==> src/rtl/pipe_pkg.sv <==
`default_nettype none
// ============================================================================
//  Module   : pipe_pkg
//  Purpose  : Shared pipeline types for the MEM/WB stage. A lane_fields_t
//             holds one lane's registered write-back fields. Address and data
//             fields are sized for the widest supported configuration, and a
//             stage narrower than that zero-extends into them.
//  Contents : LANE_AW_MAX, LANE_DW_MAX, LANES_MAX, lane_fields_t,
//             LANE_FIELDS_RST (reset / flush value of a lane)
//  Revision : 1.0 - initial release
// ============================================================================
package pipe_pkg;

   localparam int LANE_AW_MAX = 8;   // widest supported REG_AW
   localparam int LANE_DW_MAX = 64;  // widest supported REG_DW
   localparam int LANES_MAX   = 8;   // widest supported LANES

   typedef struct packed {
      logic                   valid;
      logic                   wb_en;
      logic [LANE_AW_MAX-1:0] addr;
      logic [LANE_DW_MAX-1:0] data;
   } lane_fields_t;

   localparam lane_fields_t LANE_FIELDS_RST = '{valid: 1'b0, wb_en: 1'b0,
                                                addr: '0, data: '0};

endpackage : pipe_pkg
`default_nettype wire

==> src/rtl/lane_popcount.sv <==
`default_nettype none
// ============================================================================
//  Module   : lane_popcount
//  Purpose  : Counts the set bits of a LANES-wide lane mask.
//  Ports    : bits  [LANES-1:0]  - lane mask
//             count [OUT_W-1:0]  - number of set bits, OUT_W = clog2(LANES+1)
//  Revision : 1.0 - initial release
// ============================================================================
module lane_popcount #(
   parameter  int LANES = 2,
   localparam int OUT_W = $clog2(LANES + 1)
) (
   input  logic [LANES-1:0] bits,
   output logic [OUT_W-1:0] count
);

   always_comb begin
      count = '0;
      for (int i = 0; i < LANES; i++) begin
         count = count + OUT_W'(bits[i]);
      end
   end

endmodule : lane_popcount
`default_nettype wire

==> src/rtl/mem_wb_nway.sv <==
`default_nettype none
// ============================================================================
//  Module   : mem_wb_nway
//  Purpose  : N-lane MEM/WB pipeline register with a retired-instruction
//             counter. Lane 0 is the oldest instruction. Edge priority is
//             rst > flush_i > stall_i > capture. Writes to register 0 are
//             suppressed; address and data are captured for every lane so
//             they stay visible even when the lane is inert.
//  Config   : MEM_WB_DEDUP_EN - when defined, an older lane's write enable is
//             dropped if a younger lane writes the same register in the same
//             bundle (younger wins, valid is untouched).
//  Ports    : clk, rst             - clock, synchronous active-high reset
//             in_valid_i  [LANES]  - lane holds a real instruction
//             in_wb_en_i  [LANES]  - lane requests a register write
//             in_wb_addr_i[LANES*REG_AW], in_data_i[LANES*REG_DW]
//                                  - per-lane address/data, lane i at [i*W +: W]
//             stall_i, flush_i     - hold / kill the stage contents
//             wb_valid_o, wb_en_o, wb_addr_o, wb_data_o
//                                  - registered lane fields
//             retire_cnt_o [CNT_W] - wrap-around count of retired instructions
//  Revision : 1.0 - initial release
// ============================================================================
module mem_wb_nway
   import pipe_pkg::*;
#(
   parameter int REG_DW = 32,
   parameter int REG_AW = 5,
   parameter int LANES  = 2,
   parameter int CNT_W  = 64
) (
   input  logic                    clk,
   input  logic                    rst,
   input  logic [LANES-1:0]        in_valid_i,
   input  logic [LANES-1:0]        in_wb_en_i,
   input  logic [LANES*REG_AW-1:0] in_wb_addr_i,
   input  logic [LANES*REG_DW-1:0] in_data_i,
   input  logic                    stall_i,
   input  logic                    flush_i,
   output logic [LANES-1:0]        wb_valid_o,
   output logic [LANES-1:0]        wb_en_o,
   output logic [LANES*REG_AW-1:0] wb_addr_o,
   output logic [LANES*REG_DW-1:0] wb_data_o,
   output logic [CNT_W-1:0]        retire_cnt_o
);

   localparam int PC_W = $clog2(LANES + 1);

   logic [LANES-1:0] qual;        // valid, write requested, destination != x0
   logic [LANES-1:0] wb_en_nxt;   // qual after optional same-address masking
   logic [PC_W-1:0]  retire_inc;
   lane_fields_t     lanes_q [LANES];
   logic [CNT_W-1:0] cnt_q;

   generate
      for (genvar i = 0; i < LANES; i++) begin : g_qual
         assign qual[i] = in_valid_i[i] & in_wb_en_i[i]
                        & (|in_wb_addr_i[i*REG_AW +: REG_AW]);
      end
   endgenerate

   always_comb begin
      wb_en_nxt = qual;
`ifdef MEM_WB_DEDUP_EN
      // Any younger qualifying lane to the same register overrides lane i.
      for (int i = 0; i < LANES; i++) begin
         for (int j = i + 1; j < LANES; j++) begin
            if (qual[i] && qual[j] &&
                (in_wb_addr_i[i*REG_AW +: REG_AW] == in_wb_addr_i[j*REG_AW +: REG_AW])) begin
               wb_en_nxt[i] = 1'b0;
            end
         end
      end
`endif
   end

   lane_popcount #(
      .LANES (LANES)
   ) u_popcount (
      .bits  (in_valid_i),
      .count (retire_inc)
   );

   always_ff @(posedge clk) begin
      if (rst) begin
         for (int i = 0; i < LANES; i++) lanes_q[i] <= LANE_FIELDS_RST;
         cnt_q <= '0;
      end else if (flush_i) begin
         // Flush kills the lanes but the instructions already counted stay counted.
         for (int i = 0; i < LANES; i++) lanes_q[i] <= LANE_FIELDS_RST;
      end else if (!stall_i) begin
         for (int i = 0; i < LANES; i++) begin
            lanes_q[i] <= '{valid: in_valid_i[i],
                            wb_en: wb_en_nxt[i],
                            addr:  LANE_AW_MAX'(in_wb_addr_i[i*REG_AW +: REG_AW]),
                            data:  LANE_DW_MAX'(in_data_i[i*REG_DW +: REG_DW])};
         end
         cnt_q <= cnt_q + CNT_W'(retire_inc);
      end
   end

   generate
      for (genvar i = 0; i < LANES; i++) begin : g_out
         assign wb_valid_o[i]                   = lanes_q[i].valid;
         assign wb_en_o[i]                      = lanes_q[i].wb_en;
         assign wb_addr_o[i*REG_AW +: REG_AW]   = lanes_q[i].addr[REG_AW-1:0];
         assign wb_data_o[i*REG_DW +: REG_DW]   = lanes_q[i].data[REG_DW-1:0];
      end
   endgenerate

   assign retire_cnt_o = cnt_q;

endmodule : mem_wb_nway
`default_nettype wire

==> config.mk <==
export PLATFORM = sky130hd
export DESIGN_NAME = mem_wb_nway
export DESIGN_NICKNAME = d
export VERILOG_FILES = /design/src/rtl/pipe_pkg.sv /design/src/rtl/lane_popcount.sv /design/src/rtl/mem_wb_nway.sv
export SDC_FILE = /design/constraint.sdc
export NUM_CORES = 1
export LEC_CHECK = 0
export BUFFER_PORTS_ARGS = -buffer_cell sky130_fd_sc_hd__buf_2
export CAP_MARGIN = 10
export CORE_UTILIZATION = 35
export DETAILED_ROUTE_END_ITERATION = 16
export SETUP_SLACK_MARGIN = 0.4
export SLEW_MARGIN = 20
export SYNTH_ARGS = -nofsm -noshare
export SYNTH_HDL_FRONTEND = slang
export SYNTH_HIERARCHICAL = 1
export SYNTH_SLANG_ARGS = --single-unit
==> constraint.sdc <==
create_clock -name clk -period 2.9 [get_ports clk]
set_input_delay 0.58 -clock clk [delete_from_list [all_inputs] [get_ports clk]]
set_output_delay 0.58 -clock clk [all_outputs]
set_load 0.01 [all_outputs]
==> flow_summary.yaml <==
global_routing:
  met3_usage_pct: 6.05
  grt_pass1_wl_mm: 23.9
  grt_pass1_vias: 4576
  grt_max_degree: 79
  grtUsageMet2_pct: 28.9
  grt_util_met1_pct: 21.0
  antenna_found_initial: 1
  grt_overflow_total: 0
  track_usage_pct: 17.4
  grt-busiest-layer: "met2"
timing:
  setup_violations: 0
  rsz0062_at_grt: "true"
  period_share_pct: 88.5
  final-max-slew-violation-count: 0
  fmax_mhz: 389
  relSlewSlack_pct: 53.4
  hold_viol: 0
  worst_slew_pin_slew_ns: 0.699
  layout_min_cycle_time_ns: 2.57
  finalClockSkew_ns: 0.00870
  fin_tns_setup_ns: 0
drt:
  antenna_left: 0
  drt_first_iter_violations: 238
  wire_per_inst_um: 15.3
  avgViaCountPerCell: 4.76
  first_pass_iters: 4
  drc: 0
  dr_total_vias: 4693
  drt-total-wl_mm: 15.1
synthesis:
  yosysMostFrequentCell: "and2_1"
  synth_area_mm2: 0.00599
  yosysSeqAreaShare_pct: 60.5
  ys_ff_latch: 142
  synth_edf_count: 78
  synth_flop_cell: "edfxtp_1"
  synthTopCellsByArea: "edfxtp_1 39%, dfxtp_1 21%, and2_1 8.3%"
  yosysTopAreaCellShare_pct: 39.1
  async_reset_ff_share_pct: 0
  syn_nets: 600
  synth_cell_types: 44
  syn_avg_cell_area_um2: 11.6
  yosysWarnings: 6
  synth_largest_area_cell: "edfxtp_1"
  synthTopCellsByCount: "79 x and2_1, 78 x edfxtp_1, 64 x dfxtp_1, 63 x nor2_1, 31 x xor2_1"
  netlist_instances: 514
setup_path:
  crit_chain: "buf_6 > ha_4 > ha_4 > inv_2 > fa_2 > nor4b_4 > nand4_1 > nor4b_4 > buf_6 > buf_12 > nand3_1 > xor2_1 > nor2_1"
  critical_path_arrival_ns: 2.84
  startpoint_type: "primary input"
  cp_max_fo: 8
  critPathCaptureType: "flip-flop"
  crit_slowest_cell: "fa_2"
  max_stage_delay_ns: 0.37
  critical_path_required_ns: 3.17
  critical_path_class: "in2reg"
clock_network:
  clockBufferDepth: 2
  cts_tree: "done"
  clock-sinks: 142
  clk_pin_slew_ns: 0.06
  holdBufCountCts: 0
  root_buffer: "clkbuf_16"
  clk_latency_ns: 0.42
  h-tree-depth: 4
  numCtsBuffers: 17
layout:
  drive_above_1_share_pct: 38.6
  fin_cells: 986
  diodes: 0
  syn2layout_area_growth_pct: 36.6
  nNetsFinal: 840
floorplanning:
  die_w_um: 133
  core_mm2: 0.0166
  rows: 47
  dieArea_mm2: 0.0176
  start_util_pct: 36.0
  io_pins: 224
  die_h_um: 133
place:
  dp.final_hpwl_mm: 10.8
  gp_congestion: 0.815
  dpl.cell_count: 947
  portBuffers: 223
pwr:
  irDropWorstVdd_mv: 0.380
  powerDensity_mw_per_mm2: 586
  p_leak_uw: 0.00368
status:
  status: "finished, final reports clean"
run:
  maxCapViolations: 0
hold_path:
  hold_class: "in2reg"
-- what timing repair did --
item / in CTS / in global routing
resized for setup: 7 / 5
setup endpoints to repair: 17 / 21
pin swaps: 2 / 1
cloned: 1 / 0
buffers inserted: 2 / 4
-- placed cells by master, fill, tap and decap left out, types with 2 or more instances in the layout --
cell,count
or3_1,9
nand2_1,26
nor4_1,2
and2_1,79
clkbuf_16,17
nand4_1,14
inv_1,4
clkinvlp_4,2
nor4_2,5
and4_1,10
ha_4,2
clkinv_1,3
nand3_1,18
o21ai_0,7
xnor2_1,24
nor4_4,3
buf_2,221
nor3_1,11
nor4b_4,3
xor2_1,31
a21oi_1,8
bufinv_16,5
buf_6,4
and3_1,10
or3b_4,2
dfxtp_1,64
o311a_1,2
nor2_1,63
clkinv_2,2
buf_12,2
edfxtp_1,78
buf_4,12
nand3_2,4
-- through the flow --
step           hold WS, ns  utilization (%)  instance area, um2  power, uW  worst slack (ns)
2_1_floorplan        0.531                -                6040       2360            0.0746
3_3_place_gp         0.510             44.6                7410       2500           -0.0916
3_5_place_dp         0.523             44.6                7410       2510            -0.125
4_1_cts              0.422             48.7                8100       4850             0.361
5_1_grt              0.426             49.1                8170       4960             0.214
6_report             0.442             49.1                8170       4790             0.332
-- layout make-up --
class,count,area (um2)
multi-input combinational,348,2320
tap,220,275
clock inverter,13,195
sequential,142,3620
clock buffer,18,429
inverter,5,18.8
timing repair buffer,240,1310
fill,1570,8470
-- power by group --
part	internal (uW)	switching, uW
sequential	2190	19.5
combinational	114	140
clock	1510	818
total	3820	977
-- path summary, 6_finish.rpt --
kind / startpoint / end / slack, ns / cells past startpoint
max reg2reg: retire_cnt_o[0] / retire_cnt_o[60] / 0.45 / 11
min: in_data_i[7] / lanes_q[0][7] / 0.44 / 2
max: in_valid_i[1] / retire_cnt_o[60] / 0.33 / 13
min reg2reg: retire_cnt_o[27] / retire_cnt_o[27] / 0.53 / 2
-- routing by layer --
metal | vias to the layer above | routed length (um)
li1 | 2273 | -
met1 | 2231 | 6410
met2 | 171 | 7240
met3 | 16 | 1250
met4 | 2 | 183
met5 | - | 13
-- state kept, by name (all words and copies together) (netlist names) --
name	flops
retire_cnt_o	64
lanes_q	78
-- worst max-delay path: cells and delay by family --
| kind | cells | cell delay, ns |
|---|---|---|
| fa+ha+maj | 3 | 0.75 |
| xor+xnor | 1 | 0.18 |
| simple gates | 5 | 0.89 |
| buf+inv | 4 | 0.44 |
-- logic make-up (layout without fill, tap and decap cells) --
kind of cell	count (synthesis)	in the layout	synth area share, %
flip-flops	142	142	60.5
XOR/XNOR	55	55	8.05
buffers and inverters	24	276	1.90
AO/OA/AOI/OAI	18	18	1.71
adder cells (fa/ha/maj)	4	4	0.962
AND/OR/NAND/NOR	270	270	26.7
multiplexers	1	1	0.188
Power figures use the tool's default switching activity.
